--- config.mk ---
export PLATFORM = sky130hd
export DESIGN_NAME = demux1_2byte
export DESIGN_NICKNAME = d
export VERILOG_FILES = /design/src/rtl/demux1_2byte_pkg.sv /design/src/rtl/demux1_2byte_byte_fifo.sv /design/src/rtl/demux1_2byte.sv
export SDC_FILE = /design/constraint.sdc
export NUM_CORES = 1
export LEC_CHECK = 0
export ABC_CLOCK_PERIOD_IN_PS = 4250
export CORE_MARGIN = 1
export CORE_UTILIZATION = 49
export DETAILED_ROUTE_END_ITERATION = 10
export DONT_BUFFER_PORTS = 1
export PLACE_DENSITY = 0.68
export SLEW_MARGIN = 20
export SYNTH_ARGS = -nofsm -noshare
export SYNTH_HDL_FRONTEND = slang
export SYNTH_SLANG_ARGS = --single-unit
--- constraint.sdc ---
create_clock -name clk -period 4.25 [get_ports clk]
set_input_delay 0.85 -clock clk [delete_from_list [all_inputs] [get_ports clk]]
set_output_delay 0.85 -clock clk [all_outputs]
set_load 0.005 [all_outputs]
--- src/rtl/demux1_2byte_pkg.sv ---
`default_nettype none
// ============================================================================
// Module      : demux1_2byte_pkg
// Description : Shared byte width, default queue depth and destination
//               encoding for the buffered 1-to-2 byte demultiplexer.
// Revision    : 1.0 - initial release
// ============================================================================
package demux1_2byte_pkg;

    localparam int BYTE_W        = 8;
    localparam int DEFAULT_DEPTH = 2;

    typedef logic [0:BYTE_W-1] byte_t;

    typedef enum logic {
        DEST_Q0 = 1'b0,
        DEST_Q1 = 1'b1
    } dest_e;

endpackage : demux1_2byte_pkg
`default_nettype wire

--- src/rtl/demux1_2byte_byte_fifo.sv ---
`default_nettype none
// ============================================================================
// Module      : byte_fifo
// Description : Byte queue with a registered head output; DEPTH entries,
//               power of two. Pushes when full and pops when empty are ignored.
// Revision    : 1.0 - initial release
// ============================================================================
module byte_fifo
    import demux1_2byte_pkg::*;
#(
    parameter  int DEPTH = DEFAULT_DEPTH,
    localparam int CW    = $clog2(DEPTH) + 1
) (
    input  logic          clk,
    input  logic          reset,
    input  logic          wr_en,
    input  byte_t         wr_data,
    input  logic          rd_en,
    output byte_t         rd_data,
    output logic          empty,
    output logic          full,
    output logic [CW-1:0] count
);

    localparam int AW = $clog2(DEPTH);

    byte_t         mem [DEPTH];
    logic [AW-1:0] wr_ptr;
    logic [AW-1:0] rd_ptr;
    logic [AW-1:0] rd_ptr_nxt;
    logic          do_push;
    logic          do_pop;

    assign empty      = (count == '0);
    assign full       = (count == CW'(DEPTH));
    assign do_push    = wr_en && !full;
    assign do_pop     = rd_en && !empty;
    assign rd_ptr_nxt = rd_ptr + AW'(1);

    always_ff @(posedge clk) begin
        if (reset) begin
            wr_ptr  <= '0;
            rd_ptr  <= '0;
            count   <= '0;
            rd_data <= '0;
            for (int i = 0; i < DEPTH; i++) begin
                mem[i] <= '0;
            end
        end else begin
            if (do_push) begin
                mem[wr_ptr] <= wr_data;
                wr_ptr      <= wr_ptr + AW'(1);
            end
            if (do_pop) begin
                rd_ptr <= rd_ptr_nxt;
            end

            case ({do_push, do_pop})
                2'b10:   count <= count + CW'(1);
                2'b01:   count <= count - CW'(1);
                default: count <= count;
            endcase

            // Head register: the entry behind the head is only valid when
            // two or more bytes are queued; otherwise the incoming byte wins.
            // An emptying pop leaves the last head visible.
            if (do_push && empty) begin
                rd_data <= wr_data;
            end else if (do_pop && (count > CW'(1))) begin
                rd_data <= mem[rd_ptr_nxt];
            end else if (do_pop && do_push) begin
                rd_data <= wr_data;
            end
        end
    end

endmodule : byte_fifo
`default_nettype wire

--- src/rtl/demux1_2byte.sv ---
`default_nettype none
// ============================================================================
// Module      : demux1_2byte
// Description : Buffered 1-to-2 byte demultiplexer steering each accepted
//               byte into one of two independently drained queues.
//               Optional DEMUX1_2BYTE_BROADCAST_EN adds a broadcast input that
//               writes a byte into both queues at once.
// Revision    : 1.0 - initial release
// ============================================================================
module demux1_2byte
    import demux1_2byte_pkg::*;
#(
    parameter  int DEPTH = DEFAULT_DEPTH,
    localparam int CW    = $clog2(DEPTH) + 1
) (
    input  logic          clk,
    input  logic          reset,
    input  logic [0:7]    in,
    input  logic          in_valid,
    input  logic          select,
`ifdef DEMUX1_2BYTE_BROADCAST_EN
    input  logic          broadcast,
`endif
    output logic          in_ready,
    output logic [0:7]    out0,
    output logic          out0_valid,
    input  logic          out0_ready,
    output logic [0:7]    out1,
    output logic          out1_valid,
    input  logic          out1_ready,
    output logic [CW-1:0] count0,
    output logic [CW-1:0] count1
);

    dest_e dest;
    logic  full0;
    logic  full1;
    logic  empty0;
    logic  empty1;
    logic  sel_full;
    logic  to_q0;
    logic  to_q1;
    logic  accept;

    assign dest     = dest_e'(select);
    assign sel_full = (dest == DEST_Q1) ? full1 : full0;

    // Ready depends only on registered occupancy and the steering inputs,
    // never on the consumer handshakes.
`ifdef DEMUX1_2BYTE_BROADCAST_EN
    assign in_ready = !reset && (broadcast ? !(full0 || full1) : !sel_full);
    assign to_q0    = broadcast || (dest == DEST_Q0);
    assign to_q1    = broadcast || (dest == DEST_Q1);
`else
    assign in_ready = !reset && !sel_full;
    assign to_q0    = (dest == DEST_Q0);
    assign to_q1    = (dest == DEST_Q1);
`endif

    assign accept     = in_valid && in_ready;
    assign out0_valid = !empty0;
    assign out1_valid = !empty1;

    byte_fifo #(
        .DEPTH (DEPTH)
    ) u_q0 (
        .clk     (clk),
        .reset   (reset),
        .wr_en   (accept && to_q0),
        .wr_data (in),
        .rd_en   (out0_ready),
        .rd_data (out0),
        .empty   (empty0),
        .full    (full0),
        .count   (count0)
    );

    byte_fifo #(
        .DEPTH (DEPTH)
    ) u_q1 (
        .clk     (clk),
        .reset   (reset),
        .wr_en   (accept && to_q1),
        .wr_data (in),
        .rd_en   (out1_ready),
        .rd_data (out1),
        .empty   (empty1),
        .full    (full1),
        .count   (count1)
    );

endmodule : demux1_2byte
`default_nettype wire

### After elaboration in Yosys (flattened, before gate mapping)

Memories as Yosys holds them, arrays and structs flattened.
Index checks and enable logic that the tools add are counted.

| word-level totals | value |
|---|---|
| register bits | 24 |
| memory bits (writable) | 32 |
| input port bits | 14 |
| logic and storage cells | 78 |
| memories kept | 2 |

| operators by class | value |
|---|---|
| add/subtract/negate cells | 8 |
| $lt $le $gt $ge | 2 |
| equality and inequality tests | 6 |
| multiplexer cells | 23 |
| bitwise operators | 1 |
| reduce and logical (&&, ||, !) cells | 28 |

Memory list:

| name | depth | width | read ports | clocked after memory_dff | write ports | RTL line | RTL |
|---|---|---|---|---|---|---|---|
| u_q0.mem | 2 | 8 | 1 | 0 | 2 | demux1_2byte_byte_fifo.sv:27 | `byte_t mem [DEPTH];` |
| u_q1.mem | 2 | 8 | 1 | 0 | 2 | demux1_2byte_byte_fifo.sv:27 |  |

Operators with widths:

| operator | count |
|---|---|
| $mux 8 | 8 |
| $reduce_or 8->1 | 2 |
| $logic_and 1x1->1 | 14 |
| $mux 1 | 13 |
| $eq 2x2->1 const B | 4 |
| $pmux 2 s2 | 2 |
| $logic_not 1->1 | 6 |
| $reduce_bool 3->1 | 2 |
| $add 1x1->1 const B | 4 |
| $add 2x1->2 const B | 2 |
| $eq 2x1->1 const B | 2 |
| $gt 2x1->1 const B | 2 |
| $logic_not 2->1 | 2 |
| $reduce_bool 2->1 | 2 |
| $sub 2x1->2 const B | 2 |
| $not 1->1 | 1 |

### Logic depth before layout (Yosys ltp)

Gate-level depths: netlist of the first run.

| depth | value |
|---|---|
| word-level depth | 12 |
| mapped depth | 8 |

### Modules after synthesis

A second synthesis of the first run with hierarchy kept.

| second synthesis, totals | value |
|---|---|
| cells, all modules | 235 |
| area, all modules | 2877.8 µm² |

Modules (own cells, without submodules):

| module | times used | cells an instance | area each (µm²) | sequential area each (µm²) |
|---|---|---|---|---|
| byte_fifo | 2 | 114 | 1412.6 | 720.7 |
| demux1_2byte | 1 | 7 | 52.6 | 0.0 |

### Worst setup path after synthesis of the first run

No wires, ideal clock.

| timing path | value |
|---|---|
| path type | input-to-reg |
| start | input port select |
| end | memory u_q0.mem[1][0] (netlist bit) (enable) |
| setup time | 0.329 ns |
| data arrival time | 1.935 ns |
| required time | 3.921 ns |
| setup slack | 1.985 ns |
| cell stages on the path | 3 |
| path through | or4b_4 > nor2_1 > or2_1 |

RTL lines:

| element | RTL line | RTL |
|---|---|---|
| start, declared | demux1_2byte.sv:20 | `input logic select,` |
| end, declared | demux1_2byte_byte_fifo.sv:27 |  |

==> metrics.txt, run 1 <==
status finished, final reports clean; CP startpoint kind register; antenna violations before repair 0; worst vdd ir 285 µV; initial core utilization 0.510; P_leak 0.991 nW; hold_buf cts 0; die area 0.00561 mm²; share of synthesized registers carrying an async set or reset 0; worst r2r src u_q0.count[0]$_SDFFE_PP0P_; Seq. cell area 0.00144 mm²; Worst setup EP type register; post-DP HPWL 3420 µm; # nets final 257; M3 GR Usage 0.0455; Final Instance Count excl. Fillers 304; layout cells sized above 1 0.0812; Die Y 74.9 µm; Reg-to-Reg End u_q0.mem[1][3]$_SDFFCE_PN0P_; Worst Clk Skew 0.00788 ns; count of state elements after synthesis 56; largest net degree at the start of global routing 32; power share of the clock group 0.236; unrepaired setup endpoints after global routing no; Worst Reg-to-Reg Cells 5; clock latency on the worst-skew pair 0.31 ns; commonest register cell after synthesis edfxtp_1; P_int 0.996 mW; Worst Tran Pin Value 0.620 ns; 1st-iter DRT viols 108; met1 Use GR 0.271; Multi-input gate area 0.00110 mm²; NetSw 0.449 mW; synthesized area per cell 11.2 µm²; via/cell ratio 5.44; Setup crit start u_q0.count[0]$_SDFFE_PP0P_; Root Buffer clkbuf_8; core area 0.00511 mm²; most used routing layer met2; Row Count 26; R2R Setup Slk 1.90 ns; Critical path buffers and inverters 1; WL/cell 16.4 µm; Yosys top cell by area edfxtp_1; Boundary Pins 37; WP data required 4.23 ns; Worst path depth 5; crit-path max cell delay 0.58 ns; final WL 4980 µm; Post-CTS Resized 0; Netlist Area Pre-Place 0.00260 mm²; routed via count 1,653; max-capacitance violation count 0; Die Wd 74.9 µm; antenna fix cells 0; CTS Sinks 56; global route overflow 0; Final TNS setup 0 ns; Relative slew margins 0.586; Tot Pwr 1.44 mW; met2 Track Usage GR 0.290; synth unique cells 29; CP Max Fanout 9; antenna violation net count after detailed routing 0; clock buffer count from CTS 5; minimum clock period 2.35 ns; vias in the first global route 1,491; GRT Total Usage 0.193; CP endpoint u_q0.mem[1][3]$_SDFFCE_PN0P_; CTS tree yes; fmax 0.425 GHz; Crit-path slowest cell or4b_4; TritonRoute pass-1 iters 4; combinational share of power 0.256; Yosys top cell area share 0.369; H-tree Lvls 2; Gate Count Post-Synth 233; Clk pin slew, worst setup/hold paths 0.09 ns; Hold Path Class reg2reg; Sw Ratio 0.311; DRC violations left 0; P per Cell Area 519 mW/mm²; Seq/Total Area, Yosys 0.554; final hold vios 0; CP Class reg2reg; IO buf count 0; most frequent cells in the layout and2_1 (32), nand2_1 (32), edfxtp_1 (32); final setup violation count 0; fillers 457; max-slew violations 0; critical path arrival 2.33 ns; number of synthesized flops with an enable pin 32; dpl cells 296; Warnings, synthesis 0; Synthesized Nets 257; CTS Buffer Depth 2; worst-path cell chain inv_1 -> ha_1 -> or4b_4 -> nor2_1 -> or2_1; synth top area cells edfxtp_1 (37%), dfxtp_1 (18%), and2_1 (7.7%); routability-driven placement congestion ratio 0.774; crit-path leading delay family simple AND/OR/NAND/NOR gates; area added between synthesis and finish 6.97%; first-pass GRT wire length 7650 µm; Reg power frac 0.508; Post-CTS Setup Repair Bufs 0; period utilisation layout 0.554
[per-stage QoR]
step / setup slack, ns / hold WS, ns / cell area, µm² / utilization
6_report: 1.90 / 0.467 / 2780 / 0.545
5_1_grt: 1.77 / 0.482 / 2780 / 0.545
4_1_cts: 1.91 / 0.469 / 2780 / 0.545
3_5_place_dp: 1.79 / 0.456 / 2680 / 0.524
3_3_place_gp: 1.89 / 0.453 / 2680 / 0.524
2_1_floorplan: 1.99 / 0.448 / 2600 / -
[cells by family after synthesis]
kind of cell / Yosys count / synth area share
AND/OR/NAND/NOR: 87 / 0.177
multiplexers: 16 / 0.0615
flip-flops: 56 / 0.554
buffers and inverters: 17 / 0.0279
AO/OA/AOI/OAI: 41 / 0.111
adder cells (fa/ha/maj): 10 / 0.0481
XOR/XNOR: 6 / 0.0202
[how the worst min path moves through the flow]
| stage | from | end | slack (ns) | cells after the start |
|---|---|---|---|---|
| after floorplan | u_q0.rd_data[0]$_SDFFE_PP0P_ | u_q0.rd_data[0]$_SDFFE_PP0P_ | 0.45 | 2 |
| after global placement | u_q1.rd_data[4]$_SDFFE_PP0P_ | u_q1.rd_data[4]$_SDFFE_PP0P_ | 0.45 | 2 |
| after detailed placement | u_q1.rd_data[3]$_SDFFE_PP0P_ | u_q1.rd_data[3]$_SDFFE_PP0P_ | 0.46 | 2 |
| after CTS | u_q1.rd_data[3]$_SDFFE_PP0P_ | u_q1.rd_data[3]$_SDFFE_PP0P_ | 0.47 | 2 |
| after global routing | u_q0.rd_data[5]$_SDFFE_PP0P_ | u_q0.rd_data[5]$_SDFFE_PP0P_ | 0.48 | 2 |
| final | u_q0.rd_data[4]$_SDFFE_PP0P_ | u_q0.rd_data[4]$_SDFFE_PP0P_ | 0.47 | 2 |
[power groups by stage]
stage | sequential, mW | combinational (mW) | clock, mW
2_1_floorplan | 0.700 | 0.338 | 0
3_3_place_gp | 0.745 | 0.365 | 0
3_5_place_dp | 0.748 | 0.371 | 0
4_1_cts | 0.736 | 0.373 | 0.346
5_1_grt | 0.748 | 0.421 | 0.367
6_report | 0.734 | 0.370 | 0.341
[worst register-to-register path, delay by kind of cell, from the launching register on]
kind / cells / cell delay (ns)
AND/OR/NAND/NOR: 3 / 1.32
flip-flops: 1 / 0.41
adder cells (fa/ha/maj): 1 / 0.21
buffers and inverters: 1 / 0.08
[cell type report]
type                       count  area share
tap                           70      0.0315
clock buffer                   6      0.0261
multi-input combinational    160       0.396
inverter                       8      0.0112
timing repair buffer           2     0.00539
clock inverter                 2      0.0126
sequential                    56       0.518
[synth_stat cells (all sizes together), types with 3 or more instances]
cell and instances:
mux2i 16, ha 10, edfxtp 32, xor2 4, nor2b 3, nor2 10, or2 4, o211ai 16
a211oi 5, buf 6, dfxtp 24, nand2 32, and2 32, a21oi 16, inv 7, clkbuf 3
[per-layer routing]
metal,wire length [µm],part of all wire
met1,2280,0.46
met2,2230,0.45
met3,402,0.081
met4,67,0.013
met5,0,0
[registers in the layout (all words and copies together) (netlist names)]
register / count
u_q0.count: 2
u_q0.mem: 16
u_q0.rd_data: 8
u_q0.rd_ptr: 1
u_q0.wr_ptr: 1
u_q1.count: 2
u_q1.mem: 16
u_q1.rd_data: 8
u_q1.rd_ptr: 1
u_q1.wr_ptr: 1
Note: power is estimated with default switching activity, not from simulation.
==> run 2, diff against run 1 <==
--- a/config.mk
+++ b/config.mk
@@ -5,7 +5,7 @@
 export SDC_FILE = /design/constraint.sdc
 export NUM_CORES = 1
 export LEC_CHECK = 0
-export ABC_CLOCK_PERIOD_IN_PS = 4250
+export ABC_CLOCK_PERIOD_IN_PS = 2450
 export CORE_MARGIN = 1
 export CORE_UTILIZATION = 49
 export DETAILED_ROUTE_END_ITERATION = 10
==> constraint.sdc (replaced) <==
create_clock -name clk -period 2.45 [get_ports clk]
set_input_delay 0.49 -clock clk [delete_from_list [all_inputs] [get_ports clk]]
set_output_delay 0.49 -clock clk [all_outputs]
set_load 0.005 [all_outputs]
==> run 2 against run 1 <==
Die area unchanged; clock skew about the same; register-to-register slack got worse by 1.5 ns; first-iteration DRC count increased by 7.4%; critical endpoint is now u_q0.mem[1][6]$_SDFFCE_PN0P_; sequential share of layout area decreased by 0.28 points.
==> metrics.txt, run 2 (synthesis results as in run 1) <==
power share of the clock group 0.208; post-DP HPWL 3280 µm; Multi-input gate area 0.00110 mm²; worst vdd ir 463 µV; GRT Total Usage 0.184; combinational share of power 0.268; fmax 0.477 GHz; P_leak 1.01 nW; unrepaired setup endpoints after global routing no; die area 0.00561 mm²; CP endpoint u_q0.mem[1][6]$_SDFFCE_PN0P_; Boundary Pins 37; Worst Tran Pin Value 0.629 ns; Seq. cell area 0.00144 mm²; Hold Path Cell Cnt 1; largest net degree at the start of global routing 32; Final TNS setup 0 ns; fin worst setup slack 0.354 ns; max-capacitance violation count 0; core area 0.00511 mm²; global route overflow 0; final setup violation count 0; final hold vios 0; routed via count 1,632; critical path arrival 2.07 ns; final WL 4740 µm; Reg-to-Reg End u_q0.mem[1][6]$_SDFFCE_PN0P_; fillers 459; Die Y 74.9 µm; Die Wd 74.9 µm; design area 0.00280 mm²; IO buf count 0; Hold Path Class in2reg; clock buffer count from CTS 5; Row Count 26; first-pass GRT wire length 7290 µm; Setup crit start u_q0.count[0]$_SDFFE_PP0P_; WP data required 2.43 ns; most frequent cells in the layout and2_1 (32), nand2_1 (32), edfxtp_1 (32); vias in the first global route 1,537; worst slack, placed 0.385 ns; antenna fix cells 0; Clk pin slew, worst setup/hold paths 0.09 ns; status finished, final reports clean; 1st-iter DRT viols 116; Post-CTS Setup Repair Bufs 0; Worst Clk Skew 0.00768 ns; P per Cell Area 868 mW/mm²; WL/cell 15.4 µm; P_int 1.66 mW; area added between synthesis and finish 7.55%; CTS Buffer Depth 2; routability-driven placement congestion ratio 0.718; R2R Setup Slk 0.35 ns; Sw Ratio 0.317; TritonRoute pass-1 iters 4; max-slew violations 0; Post-CTS Resized 0; antenna violations before repair 0; Reg power frac 0.524; Relative slew margins 0.580; Worst setup EP type register; clock latency on the worst-skew pair 0.30 ns; period utilisation layout 0.856; Root Buffer clkbuf_8; minimum clock period 2.10 ns; H-tree Lvls 2; CTS Sinks 56; Worst Reg-to-Reg Cells 5; antenna violation net count after detailed routing 0; CP startpoint kind register; Largest regs u_q0.mem (16), u_q1.mem (16); hold_buf cts 0; NetSw 0.769 mW; DRC violations left 0; via/cell ratio 5.30; CP Max Fanout 8; placed cell area 0.00271 mm²; initial core utilization 0.510; worst r2r src u_q0.count[0]$_SDFFE_PP0P_; layout cells sized above 1 0.0966; CTS tree yes; CP Class reg2reg; # nets final 261
-- run 2: worst max-delay path, cell delays in order, from the launching register on --
cell	delay, ns
dfxtp_1	0.42
inv_1	0.08
ha_1	0.21
or4b_4	0.57
nor2_1	0.17
or2_1	0.32
-- run 2: metal layers --
| layer | vias to the layer above | global-route usage | share of wire |
|---|---|---|---|
| li1 | 822 | - | - |
| met1 | 749 | 0.244 | 0.46 |
| met2 | 59 | 0.293 | 0.46 |
| met3 | 2 | 0.0442 | 0.078 |
| met4 | 0 | 0.0692 | 0.0040 |
| met5 | - | 0 | 0 |
-- run 2: area by class of cell --
type | instances | share of cell area
sequential | 56 | 0.515
multi-input combinational | 160 | 0.393
tap | 70 | 0.0313
clock buffer | 7 | 0.0308
timing repair buffer | 6 | 0.0161
inverter | 8 | 0.0112
clock inverter | 1 | 0.00224
-- run 2: power by group through the flow --
stage,Combinational (mW),Clock [mW],Sequential [mW]
6_report,0.650,0.505,1.27
5_1_grt,0.728,0.554,1.29
2_1_floorplan,0.586,0,1.21
3_3_place_gp,0.637,0,1.29
4_1_cts,0.659,0.527,1.27
3_5_place_dp,0.655,0,1.29
-- run 2: per-stage QoR --
step | power, mW | hold WS [ns] | util | instances
3_3_place_gp | 1.93 | 0.451 | 0.530 | 300
4_1_cts | 2.46 | 0.228 | 0.548 | 308
3_5_place_dp | 1.95 | 0.456 | 0.530 | 300
5_1_grt | 2.57 | 0.225 | 0.548 | 308
2_1_floorplan | 1.80 | 0.448 | - | 233
6_report | 2.43 | 0.243 | 0.548 | 308
-- run 2: how the worst min path moves through the flow --
| stage | start | endpoint | slack [ns] |
|---|---|---|---|
| floorplan | u_q0.rd_data[0]$_SDFFE_PP0P_ | u_q0.rd_data[0]$_SDFFE_PP0P_ | 0.45 |
| global placement | u_q1.rd_data[3]$_SDFFE_PP0P_ | u_q1.rd_data[3]$_SDFFE_PP0P_ | 0.45 |
| detailed placement | u_q1.rd_data[3]$_SDFFE_PP0P_ | u_q1.rd_data[3]$_SDFFE_PP0P_ | 0.46 |
| CTS | reset | u_q0.rd_ptr$_SDFFE_PP0P_ | 0.23 |
| global route | reset | u_q0.rd_data[5]$_SDFFE_PP0P_ | 0.22 |
| finish | reset | u_q0.count[0]$_SDFFE_PP0P_ | 0.24 |
